`src/rtl/rvv_vd_writeback_if.sv`:
```
// Register-file write port bundle for the vector destination writeback.
// The master drives the request, the slave returns ready.
interface rvv_vd_writeback_if #(
    parameter int VLEN = 128
) ();
    logic            wr_valid;
    logic [4:0]      wr_addr;
    logic [VLEN-1:0] wr_data;
    logic            wr_ready;

    modport master (
        output wr_valid,
        output wr_addr,
        output wr_data,
        input  wr_ready
    );

    modport slave (
        input  wr_valid,
        input  wr_addr,
        input  wr_data,
        output wr_ready
    );
endinterface

```
`src/rtl/rvv_vd_writeback.sv`:
```
// Collects lane result chunks into a vd image and writes it back once.
// Applies SEW packing, v0 masking, tail and reduction rules.
module rvv_vd_writeback #(
    parameter int VLEN       = 128,
    parameter int LANE_WIDTH = 3,
    parameter int NB_LANES   = 1
) (
    input  logic                          clk,
    input  logic                          resetn,
    input  logic                          start,
    input  logic [4:0]                    vd_addr,
    input  logic [VLEN-1:0]               vd_old,
    input  logic [VLEN-1:0]               v0_mask,
    input  logic                          mask_en,
    input  logic                          reduce,
    input  logic [2:0]                    vsew,
    input  logic [16:0]                   vl,
    input  logic [64*(1<<NB_LANES)-1:0]   lane_data,
    input  logic [17*(1<<NB_LANES)-1:0]   lane_idx,
    input  logic [3:0]                    lane_off,
    input  logic [(1<<NB_LANES)-1:0]      lane_valid,
    input  logic                          alu_done,
    output logic                          busy,
    rvv_vd_writeback_if.master            wr,
    output logic                          wb_done,
    output logic                          oob_err
);
    localparam int L  = 1 << NB_LANES;
    localparam int LW = 1 << LANE_WIDTH;
    localparam int IW = $clog2(VLEN);

    typedef enum logic [1:0] {IDLE, COLLECT, WRITE} state_t;

    state_t          state_q, state_d;
    logic [VLEN-1:0] buf_q, v0_q;
    logic [4:0]      addr_q;
    logic            mask_en_q, reduce_q;
    logic [2:0]      vsew_q;
    logic [16:0]     vl_q;

    logic [31:0]     sew, w, pos;
    logic [16:0]     e_idx;
    logic [63:0]     lowm;
    logic [VLEN-1:0] wm, dv, nb;
    logic            take, mbit, oob_hit;

    // Lanes are merged in ascending order so the highest lane wins overlaps.
    always_comb begin
        sew     = 32'd8 << vsew_q;
        nb      = buf_q;
        oob_hit = 1'b0;
        e_idx   = '0;
        w       = '0;
        pos     = '0;
        lowm    = '0;
        wm      = '0;
        dv      = '0;
        take    = 1'b0;
        mbit    = 1'b0;
        for (int i = 0; i < L; i++) begin
            take  = lane_valid[i] && (!reduce_q || i == 0);
            e_idx = reduce_q ? 17'd0 : lane_idx[i*17 +: 17];
            w     = reduce_q ? sew : ((sew < 32'(LW)) ? sew : 32'(LW));
            pos   = 32'(e_idx) * sew;
            if (!reduce_q && sew > 32'(LW))
                pos = pos + 32'(lane_off) * w;
            mbit = (32'(e_idx) < 32'(VLEN)) && v0_q[e_idx[IW-1:0]];
            if (e_idx >= vl_q)
                take = 1'b0;
            if (mask_en_q && !mbit)
                take = 1'b0;
            lowm = (w >= 32'd64) ? '1 : ((64'd1 << w) - 64'd1);
            if (take && (pos + w > 32'(VLEN))) begin
                oob_hit = 1'b1;
                take    = 1'b0;
            end
            if (take) begin
                wm       = '0;
                wm[63:0] = lowm;
                wm       = wm << pos;
                dv       = '0;
                dv[63:0] = lane_data[i*64 +: 64] & lowm;
                dv       = dv << pos;
                nb       = (nb & ~wm) | (dv & wm);
            end
        end
    end

    always_ff @(posedge clk) begin
        if (!resetn)
            state_q <= IDLE;
        else
            state_q <= state_d;
    end

    always_comb begin
        state_d = state_q;
        case (state_q)
            IDLE:    if (start)       state_d = COLLECT;
            COLLECT: if (alu_done)    state_d = WRITE;
            WRITE:   if (wr.wr_ready) state_d = IDLE;
            default: state_d = IDLE;
        endcase
    end

    always_ff @(posedge clk) begin
        if (!resetn) begin
            buf_q     <= '0;
            v0_q      <= '0;
            addr_q    <= '0;
            mask_en_q <= 1'b0;
            reduce_q  <= 1'b0;
            vsew_q    <= '0;
            vl_q      <= '0;
            wb_done   <= 1'b0;
            oob_err   <= 1'b0;
        end else begin
            wb_done <= (state_q == WRITE) && wr.wr_ready;
            if (state_q == IDLE && start) begin
                buf_q     <= vd_old;
                v0_q      <= v0_mask;
                addr_q    <= vd_addr;
                mask_en_q <= mask_en;
                reduce_q  <= reduce;
                vsew_q    <= vsew;
                vl_q      <= vl;
                oob_err   <= 1'b0;
            end else if (state_q == COLLECT) begin
                buf_q <= nb;
                if (oob_hit)
                    oob_err <= 1'b1;
            end
        end
    end

    assign busy        = (state_q != IDLE);
    assign wr.wr_valid = (state_q == WRITE);
    assign wr.wr_addr  = addr_q;
    assign wr.wr_data  = buf_q;
endmodule

```
`src/flat_wrapper.sv`:
```
// flat-port wrapper written by rule: the top's interface ports become plain ports
module rvv_vd_writeback_flat 
#(
    parameter int VLEN       = 128,
    parameter int LANE_WIDTH = 3,
    parameter int NB_LANES   = 1
)
  (clk, resetn, start, vd_addr, vd_old, v0_mask, mask_en, reduce, vsew, vl, lane_data, lane_idx, lane_off, lane_valid, alu_done, busy, wb_done, oob_err, wr_wr_valid, wr_wr_addr, wr_wr_data, wr_wr_ready);
  rvv_vd_writeback_if #(.VLEN(VLEN)) wr_i ();
  input  logic clk;
  input  logic resetn;
  input  logic start;
  input  logic [4:0] vd_addr;
  input  logic [VLEN-1:0] vd_old;
  input  logic [VLEN-1:0] v0_mask;
  input  logic mask_en;
  input  logic reduce;
  input  logic [2:0] vsew;
  input  logic [16:0] vl;
  input  logic [64*(1<<NB_LANES)-1:0] lane_data;
  input  logic [17*(1<<NB_LANES)-1:0] lane_idx;
  input  logic [3:0] lane_off;
  input  logic [(1<<NB_LANES)-1:0] lane_valid;
  input  logic alu_done;
  output logic busy;
  output logic wb_done;
  output logic oob_err;
  output wire logic [$bits(wr_i.wr_valid)-1:0] wr_wr_valid;
  output wire logic [$bits(wr_i.wr_addr)-1:0] wr_wr_addr;
  output wire logic [$bits(wr_i.wr_data)-1:0] wr_wr_data;
  input wire logic [$bits(wr_i.wr_ready)-1:0] wr_wr_ready;
  assign wr_wr_valid = wr_i.wr_valid;
  assign wr_wr_addr = wr_i.wr_addr;
  assign wr_wr_data = wr_i.wr_data;
  assign wr_i.wr_ready = wr_wr_ready;
  rvv_vd_writeback #(.VLEN(VLEN), .LANE_WIDTH(LANE_WIDTH), .NB_LANES(NB_LANES)) u_core (.clk(clk), .resetn(resetn), .start(start), .vd_addr(vd_addr), .vd_old(vd_old), .v0_mask(v0_mask), .mask_en(mask_en), .reduce(reduce), .vsew(vsew), .vl(vl), .lane_data(lane_data), .lane_idx(lane_idx), .lane_off(lane_off), .lane_valid(lane_valid), .alu_done(alu_done), .busy(busy), .wr(wr_i), .wb_done(wb_done), .oob_err(oob_err));
endmodule
```
`config.mk`:
```
export PLATFORM = sky130hd
export DESIGN_NAME = rvv_vd_writeback_flat
export DESIGN_NICKNAME = d
export VERILOG_FILES = /design/src/rtl/rvv_vd_writeback_if.sv /design/src/rtl/rvv_vd_writeback.sv /design/src/flat_wrapper.sv
export SDC_FILE = /design/constraint.sdc
export NUM_CORES = 2
export LEC_CHECK = 0
export ABC_AREA = 1
export BUFFER_PORTS_ARGS = -buffer_cell sky130_fd_sc_hd__clkbuf_2
export CAP_MARGIN = 10
export CORE_ASPECT_RATIO = 0.75
export CORE_UTILIZATION = 30
export CTS_CLUSTER_SIZE = 40
export DETAILED_ROUTE_END_ITERATION = 10
export PLACE_DENSITY = 0.43
export SYNTH_ARGS = -nofsm -noshare
export SYNTH_HDL_FRONTEND = slang
export SYNTH_SLANG_ARGS = --single-unit
```
`constraint.sdc`:
```
create_clock -name clk -period 23 [get_ports clk]
set_input_delay 1.15 -clock clk [delete_from_list [all_inputs] [get_ports clk]]
set_output_delay 1.15 -clock clk [all_outputs]
set_load 0.005 [all_outputs]
```
==> results by group <==
Status
  • Outcome: completed

Synthesis
  • Post-synthesis simple-gate area fraction: 0.427
  • Top FF cell, synth: dfxtp_1
  • Synth top area share: 0.200
  • Post-synth cell types: 61
  • Yosys top cell by area: nand2_1
  • Synth Area in XOR/XNOR: 0.00622
  • Area of the mapped netlist: 43700 µm²
  • Mux cell area share after synthesis: 0.00103
  • Ys async rst share: 0
  • Post-synth EDFFs: 0
  • Post-Synth Adder-Cell Area: 0.178
  • Synth Register Bits: 287
  • Synth top area cells: nand2_1 (20%), dfxtp_1 (13%), nand3_1 (9.0%), fa_1 (9.0%), ha_1 (8.8%)
  • Ys Warns: 0
  • Largest family of logic cells by synthesized area: simple AND/OR/NAND/NOR gates
  • Mapped Nets: 8516
  • Post-synthesis compound-gate area fraction: 0.143
  • Sequential fraction of the synthesis area: 0.132
  • Avg Inst Size Synth: 5.78 µm²
  • Synth Instances: 7557

Critical path
  • Reg2Reg Depth: 45
  • Reg-to-reg startpoint: u_core.vsew_q[0]
  • Slowest CP cell: nor3_1
  • CP arrival: 13.26 ns
  • CP endpoint kind: register
  • Req. time, crit path: 23.56 ns
  • Crit-path max FO: 39
  • Startpoint types: register
  • CP peak stage delay: 1.11 ns
  • Worst R2R Setup Slack: 10.30 ns
  • R2r endpoint: u_core.wr.wr_data[68]
  • Setup CP Type: reg2reg
  • Crit path from: u_core.vsew_q[0]
  • Most used cell, CP: nand2_1

Worst hold path
  • Worst Hold Class: reg2reg
  • Hold Crit Endpoint: u_core.v0_q[66]
  • Hold path cells: 2
  • Hold path startpoint: u_core.v0_q[66]

Timing
  • Worst slew pin tran: 1.33 ns
  • Setup violators final: 0
  • Fmax achieved: 78.8 MHz
  • Fin crit period: 12.70 ns
  • Final period util: 0.552
  • Post-Route Skew: 0.0421 ns
  • Hold Vio Cnt, Final: 0
  • Slew Limit Fails: 0
  • RSZ-0062 raised after global routing: false
  • Slew margin rel.: 0.108
  • Setup_tns: 0 ns

Pwr
  • Worst vdd ir: 0.0000751 V
  • Leak pwr: 25.3 nW
  • Pwr dens: 68.5 nW/µm²

GRT
  • Largest net degree at the start of global routing: 106
  • Vias in the first global route: 49.9k
  • Initial antenna violation count: 31
  • Global-route wire length before repair: 382000 µm
  • Total gr overflow: 0
  • GR Util All Layers: 0.360

Clocking
  • H-tree Lvls: 2
  • PostCTS Resize Cnt: 0
  • Sink Count: 287
  • CTS tree: done
  • Root buf cell: clkbuf_16
  • Postcts setup bufs: 0
  • CTS Hold Buffers Added: 0
  • Clock Path Buffers: 3
  • Clk_lat worst skew: 0.64 ns
  • Clock transition at path regs: 0.06 ns
  • CTS buffer count: 38

Floorplanning
  • Area of the core: 144000 µm²
  • Die area: 147000 µm²
  • Die H: 332 µm
  • Initial Util: 0.304
  • Die width: 442 µm
  • Row count: 120
  • I/O pin count: 593

Placement
  • Detailed-placement wirelength estimate: 223000 µm
  • I/O Buffers: 592
  • Routability-driven placement congestion ratio: 1.08
  • Area after DPL: 48400 µm²

Detailed routing
  • # DRC: 0
  • DR iter-0 viols: 6756
  • Vias per inst: 5.50
  • 1st-pass router iterations: 8
  • Via count: 54.2k
  • Routed WL per cell: 27.8 µm
  • Post-Route WL: 274000 µm
  • ANT nets after route: 0

Finish
  • Synth-to-Final Area Change: 13.9%
  • Final instance area: 49700 µm²
  • Layout Utilization: 0.346
  • Layout net count: 8892
  • Layout cells sized above 1: 0.123

Job
  • Max cap viols: 0
==> sequential cells by signal (all words and copies together) (netlist names) <==
signal	cells
u_core.wr.wr_addr	5
u_core.wb_done	1
u_core.state_q	2
u_core.wr.wr_data	128
u_core.oob_err	1
u_core.vsew_q	3
u_core.v0_q	128
u_core.reduce_q	1
u_core.mask_en_q	1
u_core.vl_q	17
==> logic make-up after synthesis <==
group,Yosys count
adder cells (fa/ha/maj),503
multiplexers,2
buffers and inverters,1283
AND/OR/NAND/NOR,4373
other,1
flip-flops,287
XOR/XNOR,31
AO/OA/AOI/OAI,1077
==> area by class of cell <==
class                           instances  area (µm²)
Antenna cell                            8        20.0
Clock buffer                           53        1090
Clock inverter                         14         206
Fill cell                           16429       93800
Inverter                              930        3500
Multi-Input combinational cell       5987       33100
Sequential cell                       287        5750
Tap cell                             1891        2370
Timing Repair Buffer                  689        3690
==> synth_stat cells (all sizes together) (11+ instances only) <==
| master | n |
|---|---|
| nand2 | 2372 |
| nor2 | 933 |
| inv | 917 |
| nand3 | 806 |
| o21ai | 436 |
| a21oi | 377 |
| ha | 307 |
| dfxtp | 287 |
| clkbuf | 237 |
| fa | 196 |
| nand4 | 147 |
| buf | 116 |
| o211ai | 88 |
| a22o | 69 |
| nor3 | 57 |
| or2 | 25 |
| nand3b | 20 |
| xor2 | 19 |
| a21o | 16 |
| o22ai | 16 |
| o21bai | 15 |
| clkinv | 13 |
| a32o | 12 |
| xnor2 | 12 |
| o31ai | 11 |
==> routing by layer <==
layer  up-vias  GRT usage  wire [µm]
li1      25164          -          -
met1     26050      0.544     131000
met2      2656      0.476     103000
met3       329      0.102      29700
met4        22      0.115       9610
met5         -          0        149
==> how the worst max path moves through the flow <==
stage / to / slack, ns / depth (start not counted)
4_1_cts: u_core.wr.wr_data[68] / 10.62 / 45
2_1_floorplan: u_core.wr.wr_data[61] / 14.05 / 48
5_1_grt: u_core.wr.wr_data[68] / 9.59 / 45
3_5_place_dp: u_core.wr.wr_data[68] / 10.69 / 45
6_report: u_core.wr.wr_data[68] / 10.30 / 45
3_3_place_gp: u_core.wr.wr_data[68] / 10.79 / 45
==> worst max-delay path: cells and delay by family, from the launching register on <==
family,cells,cell delay [ns]
AOI/OAI and AO/OA,2,0.39
xor gates and xnor gates,1,0.31
adders and majority gates,8,3.61
buffers and inverters,11,1.95
DFF,1,0.53
and+or+nand+nor,23,5.74
==> stage by stage <==
| stage | std cells | power, W | worst slack [ns] | hold WS [ns] |
|---|---|---|---|---|
| after detailed placement | 9784 | 0.00267 | 10.69 | 0.467 |
| after global placement | 9784 | 0.00270 | 10.79 | 0.463 |
| after global routing | 9853 | 0.00357 | 9.59 | 0.494 |
| after CTS | 9851 | 0.00333 | 10.62 | 0.478 |
| final | 9859 | 0.00340 | 10.30 | 0.478 |
| after floorplan | 7557 | 0.00180 | 14.05 | 0.444 |
==> where the power goes <==
part | switching (W) | total (W) | internal, W
Combinational | 0.00163 | 0.00216 | 0.000531
Clock | 0.000284 | 0.000642 | 0.000358
Sequential | 0.0000531 | 0.000598 | 0.000545
Total | 0.00197 | 0.00340 | 0.00143
==> placed cells by master (no fill, tap or decap), types with 15 or more instances in the layout <==
cell type | netlist | layout
nand2_1 | 2329 | 2325
inv_1 | 877 | 875
nor2_1 | 868 | 866
nand3_1 | 786 | 786
clkbuf_2 | 0 | 591
o21ai_0 | 415 | 406
a21oi_1 | 369 | 368
ha_1 | 307 | 307
dfxtp_1 | 287 | 287
fa_1 | 196 | 196
nand4_1 | 144 | 144
buf_4 | 10 | 98
o211ai_1 | 88 | 88
a22o_1 | 69 | 69
nor3_1 | 52 | 50
nor2_2 | 44 | 44
inv_2 | 38 | 41
nand2_2 | 35 | 38
clkbuf_16 | 0 | 38
or2_2 | 22 | 22
o21ai_1 | 17 | 20
nand3b_1 | 20 | 20
xor2_1 | 19 | 19
nor2_4 | 17 | 19
nand3_2 | 17 | 17
a21o_1 | 16 | 16
o22ai_1 | 16 | 16
o21bai_1 | 15 | 15
No activity file was read; power rests on OpenSTA's default activity.
